--- src/rtl/router_pkg.sv ---
// router_pkg: flit layout and golden-stamp helper shared by the router input, arbiter and switch stages
package router_pkg;
    localparam int FLIT_W     = 32;
    localparam int GOLDEN_BIT = 0;
    localparam int VALID_BIT  = 1;
    localparam int PRIO_HI    = 19;
    localparam int PRIO_LO    = 15;
    localparam int TAG_HI     = 27;
    localparam int TAG_LO     = 20;
    localparam int TAG_W      = 8;

    typedef logic [FLIT_W-1:0] flit_t;
    typedef logic [TAG_W-1:0]  tag_t;

    // Empty slots collapse to all-zero; valid flits keep [31:1] and get a fresh golden bit.
    function automatic flit_t stamp(input flit_t f, input tag_t tag);
        return f[VALID_BIT] ? {f[FLIT_W-1:GOLDEN_BIT+1], f[TAG_HI:TAG_LO] == tag} : '0;
    endfunction
endpackage

--- src/rtl/golden_stamp_ctr.sv ---
// golden_ctr: epoch counter that advances the golden tag once per epoch and flags the advance
module golden_ctr
    import router_pkg::*;
#(
    parameter int EPOCH_LEN = 64
) (
    input  logic             clk,
    input  logic             rst,
    input  logic             stall,
    output logic [TAG_W-1:0] golden_tag,
    output logic             wrap
);
    logic [15:0]      ep_q, ep_d;
    logic [TAG_W-1:0] tag_q, tag_d;
    logic             wrap_q, wrap_d;
    logic             last;

    assign last = ep_q == 16'(EPOCH_LEN - 1);

    // Next state: stall freezes everything; wrap_q marks the first cycle the new tag is visible and survives stalls.
    always_comb begin
        ep_d   = stall ? ep_q : (last ? 16'd0 : ep_q + 16'd1);
        tag_d  = (stall || !last) ? tag_q : tag_q + TAG_W'(1);
        wrap_d = stall ? wrap_q : last;
    end

    // Counter registers with synchronous reset.
    always_ff @(posedge clk) begin
        if (rst) begin
            ep_q   <= '0;
            tag_q  <= '0;
            wrap_q <= 1'b0;
        end else begin
            ep_q   <= ep_d;
            tag_q  <= tag_d;
            wrap_q <= wrap_d;
        end
    end

    assign golden_tag = tag_q;
    assign wrap       = wrap_q;
endmodule

--- src/rtl/golden_stamp.sv ---
// golden_stamp: registers four router input flits, marking those whose tag matches the current golden tag
module golden_stamp
    import router_pkg::*;
#(
    parameter int EPOCH_LEN = 64
) (
    input  logic              clk,
    input  logic              rst,
    input  logic              stall,
    input  logic [FLIT_W-1:0] in_0,
    input  logic [FLIT_W-1:0] in_1,
    input  logic [FLIT_W-1:0] in_2,
    input  logic [FLIT_W-1:0] in_3,
    output logic [FLIT_W-1:0] out_0,
    output logic [FLIT_W-1:0] out_1,
    output logic [FLIT_W-1:0] out_2,
    output logic [FLIT_W-1:0] out_3,
    output logic [TAG_W-1:0]  golden_tag,
    output logic              epoch_tick
);
    flit_t in_a [4];
    flit_t out_q[4];
    flit_t out_d[4];
    logic  wrap;
    logic  tick_q, tick_d;

    assign in_a[0] = in_0;
    assign in_a[1] = in_1;
    assign in_a[2] = in_2;
    assign in_a[3] = in_3;

    golden_ctr #(.EPOCH_LEN(EPOCH_LEN)) u_ctr (
        .clk        (clk),
        .rst        (rst),
        .stall      (stall),
        .golden_tag (golden_tag),
        .wrap       (wrap)
    );

    for (genvar k = 0; k < 4; k++) begin : g_port
        // Stamp against the tag register value of this cycle; stall holds the slot.
        always_comb out_d[k] = stall ? out_q[k] : stamp(in_a[k], golden_tag);
        // Output register for this port.
        always_ff @(posedge clk) out_q[k] <= rst ? '0 : out_d[k];
    end

    // Tick lines up with the first outputs stamped by a new tag; a stalled cycle never ticks.
    always_comb tick_d = !stall && wrap;
    // Tick register.
    always_ff @(posedge clk) tick_q <= rst ? 1'b0 : tick_d;

    assign out_0      = out_q[0];
    assign out_1      = out_q[1];
    assign out_2      = out_q[2];
    assign out_3      = out_q[3];
    assign epoch_tick = tick_q;
endmodule

--- config.mk ---
export PLATFORM = sky130hd
export DESIGN_NAME = golden_stamp
export DESIGN_NICKNAME = d
export VERILOG_FILES = /design/src/rtl/router_pkg.sv /design/src/rtl/golden_stamp_ctr.sv /design/src/rtl/golden_stamp.sv
export SDC_FILE = /design/constraint.sdc
export NUM_CORES = 1
export LEC_CHECK = 0
export ABC_AREA = 1
export ABC_CLOCK_PERIOD_IN_PS = 3200
export CAP_MARGIN = 40
export CORE_AREA = 2 2 132 134
export CTS_CLUSTER_DIAMETER = 80
export CTS_CLUSTER_SIZE = 40
export DETAILED_ROUTE_END_ITERATION = 8
export DIE_AREA = 0 0 134 136
export PLACE_DENSITY = 0.82
export SLEW_MARGIN = 30
export SYNTH_ARGS = -nofsm -noshare
export SYNTH_HDL_FRONTEND = slang
export SYNTH_SLANG_ARGS = --single-unit
export TNS_END_PERCENT = 5
--- constraint.sdc ---
create_clock -name clk -period 3.2 [get_ports clk]
set_clock_uncertainty 0.2 [all_clocks]
set_input_delay 0.64 -clock clk [delete_from_list [all_inputs] [get_ports clk]]
set_output_delay 0.64 -clock clk [all_outputs]
set_load 0.01 [all_outputs]
== Yosys cells after proc, flatten, opt, wreduce, memory -nomap -nowiden ==
Memories as Yosys holds them, arrays and structs flattened.
Cells that the tools add are included.

* Memories: 1
* Logic and storage cells: 29
* Output and inout port bits: 137
* Register bits after elaboration: 26
* Memory bits (writable): 128
* Bits of input ports: 131

{| class="wikitable"
|+ Memories
! name !! depth !! width !! rd ports !! clocked after memory_dff !! wr ports !! line !! text
|-
| out_q || 4 || 32 || 4 || 0 || 4 || golden_stamp.sv:22 || <nowiki>flit_t out_q[4];</nowiki>
|}

* Add/sub/neg operators: 2
* Equality and inequality tests: 5
* Reductions and logical operators: 4
* Muxes and demuxes: 13

{| class="wikitable"
|+ Operators by type and width
! cell !! count
|-
| 32-bit 2-to-1 mux || 12
|-
| 8-bit == test || 4
|-
| 16-bit by 1-bit adder with 16-bit output (second input constant) || 1
|-
| 16-bit by 6-bit == test with 1-bit output (second input constant) || 1
|-
| 16-bit 2-to-1 mux || 1
|-
| 8-bit by 1-bit adder with 8-bit output (second input constant) || 1
|-
| 1-bit logical NOT || 2
|-
| 1-bit logical AND || 1
|-
| 1-bit logical OR || 1
|}

== Depth between registers and ports, before layout ==
* Depth after elaboration: 4
* Gate-level depth with buffers: 10
* Mapped depth without buffers: 10

== Cells and area by module ==
From an unflattened synthesis, not the netlist that was laid out.

* Cell total of the unflattened synthesis: 881
* Area, all modules: 6336.1 um^2

{| class="wikitable"
|+ By module, submodules not included
! module !! area each (um^2) !! instances !! cells an instance !! sequential area each (um^2)
|-
| golden_stamp || 5034.8 || 1 || 686 || 2582.5
|-
| golden_ctr || 1301.2 || 1 || 195 || 500.5
|}

== Worst setup path after synthesis ==
Ideal clock, no wire load.

* Kind: input -> register
* Start point: input stall
* End point: register u_ctr.ep_q[14]
* Buffers on the path: 2
* Required time: 2887 ps
* Library setup time: 113 ps
* Arrival time: 1461 ps
* Stages: 8
* Path slack: 1426 ps
* Cells stage by stage: buf_2 > inv_2 > buf_6 > nand3_1 > nor3_1 > nand3_1 > nor2_1 > nor2_1

{| class="wikitable"
|+ RTL lines
! element !! line !! text
|-
| start: declaration || golden_stamp.sv:9 || <nowiki>input logic stall,</nowiki>
|-
| end signal: assignment || golden_stamp_ctr.sv:34 || <nowiki>ep_q <= ep_d;</nowiki>
|-
| end: declaration || golden_stamp_ctr.sv:13 || <nowiki>logic [15:0] ep_q, ep_d;</nowiki>
|}

== Final worst setup path ==
* Start point: register u_ctr.tag_q[2] (netlist: u_ctr.golden_tag[2])
* End point: output golden_tag[2]

{| class="wikitable"
|+ RTL lines
! element !! line !! text
|-
| start: declaration || golden_stamp_ctr.sv:14 || <nowiki>logic [TAG_W-1:0] tag_q, tag_d;</nowiki>
|-
| start signal: assignment || golden_stamp_ctr.sv:35 || <nowiki>tag_q <= tag_d;</nowiki>
|-
| end: declaration || golden_stamp.sv:18 || <nowiki>output logic [TAG_W-1:0] golden_tag,</nowiki>
|}

No word-level cell between the ends.

==> impl_results.md <==
* Flop pwr share at 0.446
* Routed vias/inst at 4.65
* Post-Synthesis Cells at 891
* Row count at 48
* Area of the core at 0.0169 mm^2
* Fin crit share at 0.779
* DR top layer: met4
* Seq/Total Area, Yosys at 0.493
* Static leakage at 3.67 nW
* Setup bufs post-CTS at 0
* Most frequent cells in the layout: nand2_1 (367), clkdlybuf4s50_1 (261), dfxtp_1 (154), a21oi_1 (137), nor2_1 (55)
* Die height at 136 um
* Fillers at 1559
* CP required at 2360 ps
* Worst hold path class: reg2reg
* Post-Syn Area at 0.00625 mm^2
* Crit end category: output pin
* # H-tree levels at 4
* Layout area overhead at 54.2%
* Asr flop ratio synth at 0
* Switching Fraction at 0.249
* Status: finished clean
* Met2 routed WL at 9250 um
* Critical Path Slowest Stage Cell: clkdlybuf4s50_1
* Tightest Pin Transition at 442 ps
* Clock power frac at 0.435
* DR iter-0 viols at 244
* Critical R2R Capture: u_ctr.ep_q[9]$_SDFFE_PP0N_
* Final WL at 19400 um
* WS Path Type: reg2out
* P per Cell Area at 467 mW/mm^2
* Reg2reg start: u_ctr.ep_q[0]$_SDFFE_PP0N_
* Critical-path cell list: clkdlybuf4s50_1
* Worst Hold Path EP: out_q[3][31]$_SDFFE_PP0N_
* Worst path max stage delay at 680 ps
* Initial antenna violation count at 0
* CTS tree: yes
* Worst Path Buf+Inv at 1
* Top Ports at 268
* Post-CTS Resized at 0
* Final Setup Violations at 0
* Clk pin slew, worst setup/hold paths at 60 ps
* Internal power at 3.38 mW
* Hold wc startpoint: out_q[3][31]$_SDFFE_PP0N_
* Grt total ovfl at 0
* Crit path max-delay family: buffers and inverters
* Number of buffers created by CTS at 17
* Routed WL per cell at 14.1 um
* Crit start category: register
* Commonest non-fill, non-tap cell in the layout: nand2_1
* Hold Path Depth at 2
* # DRC at 0
* Max rail drop VDD at 0.000344 V
* Routed via count at 6391
* Routability cong. at 0.874
* Die width at 134 um
* EDFF count, synth at 0
* Syn nets at 1024
* PortBufs at 263
* Ant. Diodes at 0
* CTS sink count at 154
* Final hold viol count at 0
* Period minus WS final at 2490 ps
* WL met3 at 1590 um
* Clk buf depth at 2
* Setup TNS at 0 ps
* All-Layer GR Usage at 0.209
* Starting Density at 0.370
* Hold_ws at 255 ps
* Crit path DAT at 1650 ps
* Largest net degree at the start of global routing at 92
* Max Clock Freq at 401 MHz
* RSZ-0062 raised after global routing: no
* Synth Flop Type: dfxtp_1
* Root Buffer: clkbuf_16
* Yosys cell types at 25
* Antenna-violating nets left at 0
* Synth Register Bits at 154
* Worst Reg-to-Reg Cells at 10
* M1 WL at 8150 um
* FF-to-FF setup slack at 1440 ps
* Critical path peak fanout at 8
* Share of cells above drive strength 1 at 0.0557
* DRT Pass-1 Iters at 4
* Count of max-cap constraint violations at 0
* Synthesized area per cell at 7.02 um^2
* Die Area at 0.0182 mm^2
* Slew margin rel. at 0.706
* Synth Warn # at 0
* Final core occ at 0.571
* First-pass GRT wire length at 30000 um
* Max Slew Vio Count at 0
* DP HPWL at 13900 um
* Net Sw Power at 1.12 mW
* Final Total Pwr at 4.51 mW
* Vias in the first global route at 5807
* Clock Latency Late Sink at 420 ps
* Combinational share of power at 0.119
* Cts hold-fix bufs at 0
* Fin nets at 1269
worst max-delay path by stage:
stage	end	depth (start not counted)	slack, ps	startpoint
after floorplan	u_ctr.ep_q[14]$_SDFFE_PP0N_	8	1430	stall
after global placement	u_ctr.golden_tag[7]$_SDFFE_PP0N_	5	950	stall
after detailed placement	out_q[2][14]$_SDFFE_PP0N_	6	950	in_2[1]
after CTS	golden_tag[6]	1	690	u_ctr.golden_tag[6]$_SDFFE_PP0N_
after global routing	golden_tag[2]	1	630	u_ctr.golden_tag[2]$_SDFFE_PP0N_
final	golden_tag[2]	1	710	u_ctr.golden_tag[2]$_SDFFE_PP0N_
state kept, by name, summed over array words and instances, names as in the netlist:
name / cells
u_ctr.ep_q: 16
epoch_tick: 1
u_ctr.golden_tag: 8
u_ctr.wrap: 1
out_q: 128
Yosys cell counts (5+ instances only):
master | number | area share
nand2_1 | 367 | 0.22
dfxtp_1 | 154 | 0.49
a21oi_1 | 137 | 0.11
nor2_1 | 59 | 0.035
inv_1 | 47 | 0.028
buf_2 | 29 | 0.023
nand3_1 | 19 | 0.015
clkbuf_1 | 15 | 0.0090
nor3_1 | 11 | 0.0088
o21ai_0 | 9 | 0.0072
xnor2_1 | 6 | 0.0084
xor2_1 | 6 | 0.0084
nand2_2 | 5 | 0.0050
nand4_1 | 5 | 0.0050
nor2_2 | 5 | 0.0050
stage by stage:
stage	cells	area [um^2]	setup WS, ps
2_1_floorplan	891	6250	1430
3_3_place_gp	1341	9030	954
3_5_place_dp	1341	9030	951
4_1_cts	1373	9610	690
5_1_grt	1374	9640	625
6_report	1374	9640	709
metal layers:
layer  vias up  GRT usage
li1       3295          -
met2       212      0.351
met3        28     0.0761
met4         0     0.0757
met5         -          0
met1      2856      0.247
tightest hold or removal path: cells and delay by family (launching register included):
| family | cells | cell delay (ps) |
|---|---|---|
| AOI/OAI and AO/OA | 1 | 50 |
| and+or+nand+nor | 1 | 50 |
| DFF | 1 | 310 |
cell type report:
class	count	area, um^2	share of cell area
inverter	51	191	0.0199
timing repair buffer	274	2740	0.284
clock buffer	18	439	0.0456
clock inverter	14	139	0.0144
sequential	154	3080	0.320
tap	225	282	0.0292
multi-input combinational	638	2760	0.287
cell families after synthesis:
logic type	after synthesis	synth area share
and+or+nand+nor	474	0.299
AOI/OAI and AO/OA	150	0.120
xor gates and xnor gates	12	0.0168
adders and majority gates	2	0.00400
buffers and inverters	99	0.0664
DFF	154	0.493
power by group through the flow:
stage / clock, mW / combinational (mW) / sequential [mW]
2_1_floorplan: 0 / 0.171 / 2.08
3_3_place_gp: 0 / 0.529 / 2.05
3_5_place_dp: 0 / 0.533 / 2.05
4_1_cts: 2.01 / 0.536 / 2.01
5_1_grt: 2.09 / 0.582 / 2.02
6_report: 1.96 / 0.535 / 2.01
No activity file was read; power rests on OpenSTA's default activity.
